## config.mk

```make
export PLATFORM = sky130hd
export DESIGN_NAME = handshake_constant_stream
export DESIGN_NICKNAME = d
export VERILOG_FILES = /design/src/rtl/handshake_constant_stream.sv
export SDC_FILE = /design/constraint.sdc
export NUM_CORES = 1
export LEC_CHECK = 0
export ABC_AREA = 1
export BUFFER_PORTS_ARGS = -buffer_cell sky130_fd_sc_hd__buf_2
export CELL_PAD_IN_SITES_DETAIL_PLACEMENT = 1
export CELL_PAD_IN_SITES_GLOBAL_PLACEMENT = 2
export CORE_MARGIN = 5
export CORE_UTILIZATION = 34
export DETAILED_ROUTE_END_ITERATION = 10
export GPL_TIMING_DRIVEN = 0
export HOLD_SLACK_MARGIN = 0.12
export MAX_ROUTING_LAYER = met4
export PLACE_DENSITY = 0.78
export RECOVER_POWER = 25
export SYNTH_ARGS = -nofsm -noshare
export SYNTH_HDL_FRONTEND = slang
export SYNTH_SLANG_ARGS = --single-unit
```

## constraint.sdc

```tcl
create_clock -name clk -period 2.37 [get_ports clk]
set_clock_uncertainty 0.2 [all_clocks]
set_input_delay 0.3555 -clock clk [delete_from_list [all_inputs] [get_ports clk]]
set_output_delay 0.3555 -clock clk [all_outputs]
set_load 0.01 [all_outputs]
```

## src/rtl/handshake_constant_stream.sv

```systemverilog
// Arithmetic-sequence token source: each accepted control token emits base + k*STEP,
// optionally wrapping to base every WRAP_COUNT tokens, buffered by a 2-entry elastic FIFO.
module handshake_constant_stream #(
    parameter int unsigned                DATA_WIDTH  = 32,
    parameter logic [DATA_WIDTH-1:0]      CONST_VALUE = '0,
    parameter logic [DATA_WIDTH-1:0]      STEP        = '0,
    parameter int unsigned                WRAP_COUNT  = 0
) (
    input  logic                  clk,
    input  logic                  rst,
    input  logic                  ctrl_valid,
    output logic                  ctrl_ready,
    input  logic                  cfg_valid,
    input  logic [DATA_WIDTH-1:0] cfg_value,
    output logic [DATA_WIDTH-1:0] outs,
    output logic                  outs_valid,
    input  logic                  outs_ready
);

    localparam int unsigned IDX_W = (WRAP_COUNT > 1) ? $clog2(WRAP_COUNT) : 1;
    localparam logic [IDX_W-1:0] IDX_LAST = (WRAP_COUNT == 0) ? '0 : IDX_W'(WRAP_COUNT - 1);

    logic [DATA_WIDTH-1:0] r_base;
    logic [DATA_WIDTH-1:0] r_cur;
    logic [IDX_W-1:0]      r_idx;
    logic [DATA_WIDTH-1:0] r_mem [2];
    logic                  r_rdPtr;
    logic                  r_wrPtr;
    logic [1:0]            r_count;

    logic w_accept;
    logic w_pop;
    logic w_wrapNow;

    // Ready depends only on registered occupancy, never on outs_ready.
    assign ctrl_ready = rst & (r_count != 2'd2);
    assign outs_valid = (r_count != 2'd0);
    assign outs       = r_mem[r_rdPtr];

    assign w_accept  = ctrl_valid & ctrl_ready;
    assign w_pop     = outs_valid & outs_ready;
    assign w_wrapNow = (WRAP_COUNT != 0) && (r_idx == IDX_LAST);

    always_ff @(posedge clk or negedge rst) begin
        if (!rst) begin
            r_base   <= CONST_VALUE;
            r_cur    <= CONST_VALUE;
            r_idx    <= '0;
            r_mem[0] <= '0;
            r_mem[1] <= '0;
            r_rdPtr  <= 1'b0;
            r_wrPtr  <= 1'b0;
            r_count  <= 2'd0;
        end else begin
            if (w_accept) begin
                r_mem[r_wrPtr] <= r_cur;
                r_wrPtr        <= ~r_wrPtr;
            end
            if (w_pop) begin
                r_rdPtr <= ~r_rdPtr;
            end

            case ({w_accept, w_pop})
                2'b10:   r_count <= r_count + 2'd1;
                2'b01:   r_count <= r_count - 2'd1;
                default: r_count <= r_count;
            endcase

            // A config load wins over sequencing; a token pushed this cycle still carries the old cur.
            if (cfg_valid) begin
                r_base <= cfg_value;
                r_cur  <= cfg_value;
                r_idx  <= '0;
            end else if (w_accept) begin
                if (w_wrapNow) begin
                    r_cur <= r_base;
                    r_idx <= '0;
                end else begin
                    r_cur <= r_cur + STEP;
                    r_idx <= r_idx + 1'b1;
                end
            end
        end
    end

endmodule

```

==> reports/summary.txt <==
number of diodes -> 0
nets -> 632
sequential area share after synthesis -> 0.567
DR pass1 iterations -> 4
failing checks -> hold timing
CP arrival -> 1580 ps
Slew HR -> 0.212
first-pass GRT wire length -> 21.4 mm
area leader, netlist -> dfrtp_1
fill count -> 1499
crit path kind -> reg2out
worst skew pair latency -> 360 ps
final wirelength -> 13.0 mm
Die ar. -> 15400 µm²
Tcrit/Tclk final -> 0.902
outcome -> finished with violations
Synth Net Count -> 520
largest net degree at the start of global routing -> 59
Reg area -> 2500 µm²
DRT iter0 DRCs -> 232
Initial Util -> 0.348
root buf cell -> clkbuf_16
Ys Warns -> 0
largest cells by area after synthesis -> dfrtp_1 57%, nand2_1 20%, nand4_1 9.2%, mux2_2 7.7%, buf_2 1.5%
gr ovfl total -> 0
Worst-path clk slew -> 70 ps
CTS tree -> yes
final setup fails -> 0
nature of the critical path endpoint -> output pin
# port buffers -> 69
Post-Syn Instances -> 482
Max H-tree Level -> 3
CP startpoint kind -> register
top cells by count, synth -> 232 x nand2_1, 100 x dfrtp_1, 65 x nand4_1, 30 x mux2_2, 14 x clkbuf_1
count leader, synth -> nand2_1
maxcap violations -> 0
DR vias/cell -> 4.88
antenna violations before repair -> 0
Non-Filler Instances -> 769
Async SR Flop Fraction -> 1.00
number of enable flip-flop cells after synthesis -> 0
Worst VDD drop -> 389 µV
worst hold slack -> -233 ps
PwrDens -> 1180 nW/µm²
slew of the pin with the lowest slew margin -> 1180 ps
Final Max Tran Viols -> 0
area taken by multi-input logic gates -> 1700 µm²
cell leakage power -> 2.91 nW
Fmax achieved -> 468 MHz
CP required -> 1810 ps
# placed instances -> 724
Yosys cell types -> 18
drt wl/cell -> 16.9 µm
vias in the first global route -> 4102
Post-Syn Area -> 4410 µm²
Worst Path Max Fanout -> 10
CTS buffer count -> 9
fraction of layout cells with a size suffix above 1 -> 0.238
Die Ht -> 124 µm
Yosys top cell area share -> 0.567
Core Box Area -> 12700 µm²
Seq cells post-synth -> 100
I/O Pins -> 71
Routed Antenna Nets -> 0
Post-CTS Hold Buffers -> 32
Final WS setup -> 232 ps
clock sinks -> 100
DR DRC count -> 0
pre-CTS setup slack -> -189 ps
Syn Area/Cell -> 9.16 µm²
total routing usage reported by global routing -> 0.190
vias post-DR -> 3752
RSZ-0062 raised after global routing -> false
Primary FF master, synth -> dfrtp_1
Post-CTS Setup Bufs -> 0
Area Growth Syn to Fin -> 26.2%
Worst Hold Class -> in2async
Final Util -> 0.439
Longest Clk Path Bufs -> 2
Rows -> 41
width of the die -> 124 µm
Hold Violations, Final -> 54
hpwl dp -> 8.73 mm
Placer Congestion -> 0.753
Final Critical Period -> 2140 ps
state kept, by name, indices dropped and copies added (netlist names):
name and count:
r_count 2, r_wrPtr 1, r_mem 64, r_cur 32, r_rdPtr 1
critical path, cell delays in order, from the launching register on:
cell and delay (ps):
dfrtp_1 460, clkinv_2 170, clkbuf_2 260, nand2_1 120
nand2_1 80, buf_2 140
final timing paths:
check,end,slack (ps),cells after the start,from
max in group asynchronous,r_mem[42]$_DFFE_PN0P_,660,2,rst
hold / removal,r_mem[57]$_DFFE_PN0P_,-230,1,rst
min in group clk,r_rdPtr$_DFFE_PN0P_,150,3,outs_ready
setup / recovery,outs[30],230,5,r_rdPtr$_DFFE_PN0P_
hold reg to reg,r_mem[45]$_DFFE_PN0P_,280,2,r_mem[45]$_DFFE_PN0P_
setup reg to reg,r_count[1]$_DFFE_PN0P_,480,8,r_count[0]$_DFFE_PN0P_
final cells by class:
class                   instances  share of cell area
clock buffers                  11              0.0436
well taps                     172              0.0387
inverters                       8             0.00562
plain buffers                  37              0.0326
multi-input cells             336               0.306
repair buffers                102               0.122
flip-flops and latches        100               0.449
clock inverters                 3             0.00270
layer usage:
metal,track usage,vias up,part of all wire
li1,-,1810,-
met1,0.239,1860,0.45
met2,0.313,69,0.50
met3,0.0481,13,0.038
met4,0.0363,0,0.0087
met5,-,-,0
what timing repair did:
item	CTS	global route
pin swaps	0	0
endpoints found under the hold margin	86	54
gates resized for setup	6	3
endpoints found under the setup margin	30	31
placed cells by master (no fill, tap or decap), types with 2 or more instances in the layout:
cell           netlist  final
nand2_1            232    232
mux2_1               2      2
mux2_2              30     30
clkbuf_16            0      9
dlygate4sd3_1        0     32
inv_1                5      5
clkinv_2             0      4
clkbuf_2             0      7
dfrtp_1            100    100
xor2_1               2      2
clkbuf_1            14      8
buf_4                5      5
buf_2               13     81
inv_2                2      2
nand4_1             65     65
buf_1                6      6
stage by stage:
step	power, mW	cell area, µm²	hold slack (ps)	setup TNS (ps)
floorplan	4.20	4410	-140	0
CTS	6.70	5590	-88.5	0
detailed placement	5.27	5000	266	-229
global route	7.13	5570	-203	0
finish	6.59	5570	-233	0
global placement	5.18	4970	262	-132960
where the power goes:
| group | switching, mW | total [mW] | internal [mW] |
|---|---|---|---|
| Combinational | 1.64 | 2.59 | 0.943 |
| Sequential | 0.355 | 2.66 | 2.30 |
| Clock | 0.626 | 1.35 | 0.724 |
| Total | 2.62 | 6.59 | 3.97 |
logic make-up after synthesis:
| family | Yosys count | share of synthesized area |
|---|---|---|
| flip-flops | 100 | 0.567 |
| adder cells (fa/ha/maj) | 1 | 0.00283 |
| multiplexers | 32 | 0.0817 |
| buffers and inverters | 46 | 0.0471 |
| AND/OR/NAND/NOR | 299 | 0.293 |
| AO/OA/AOI/OAI | 1 | 0.00199 |
| XOR/XNOR | 3 | 0.00596 |
Note: power is estimated with default switching activity, not from simulation.
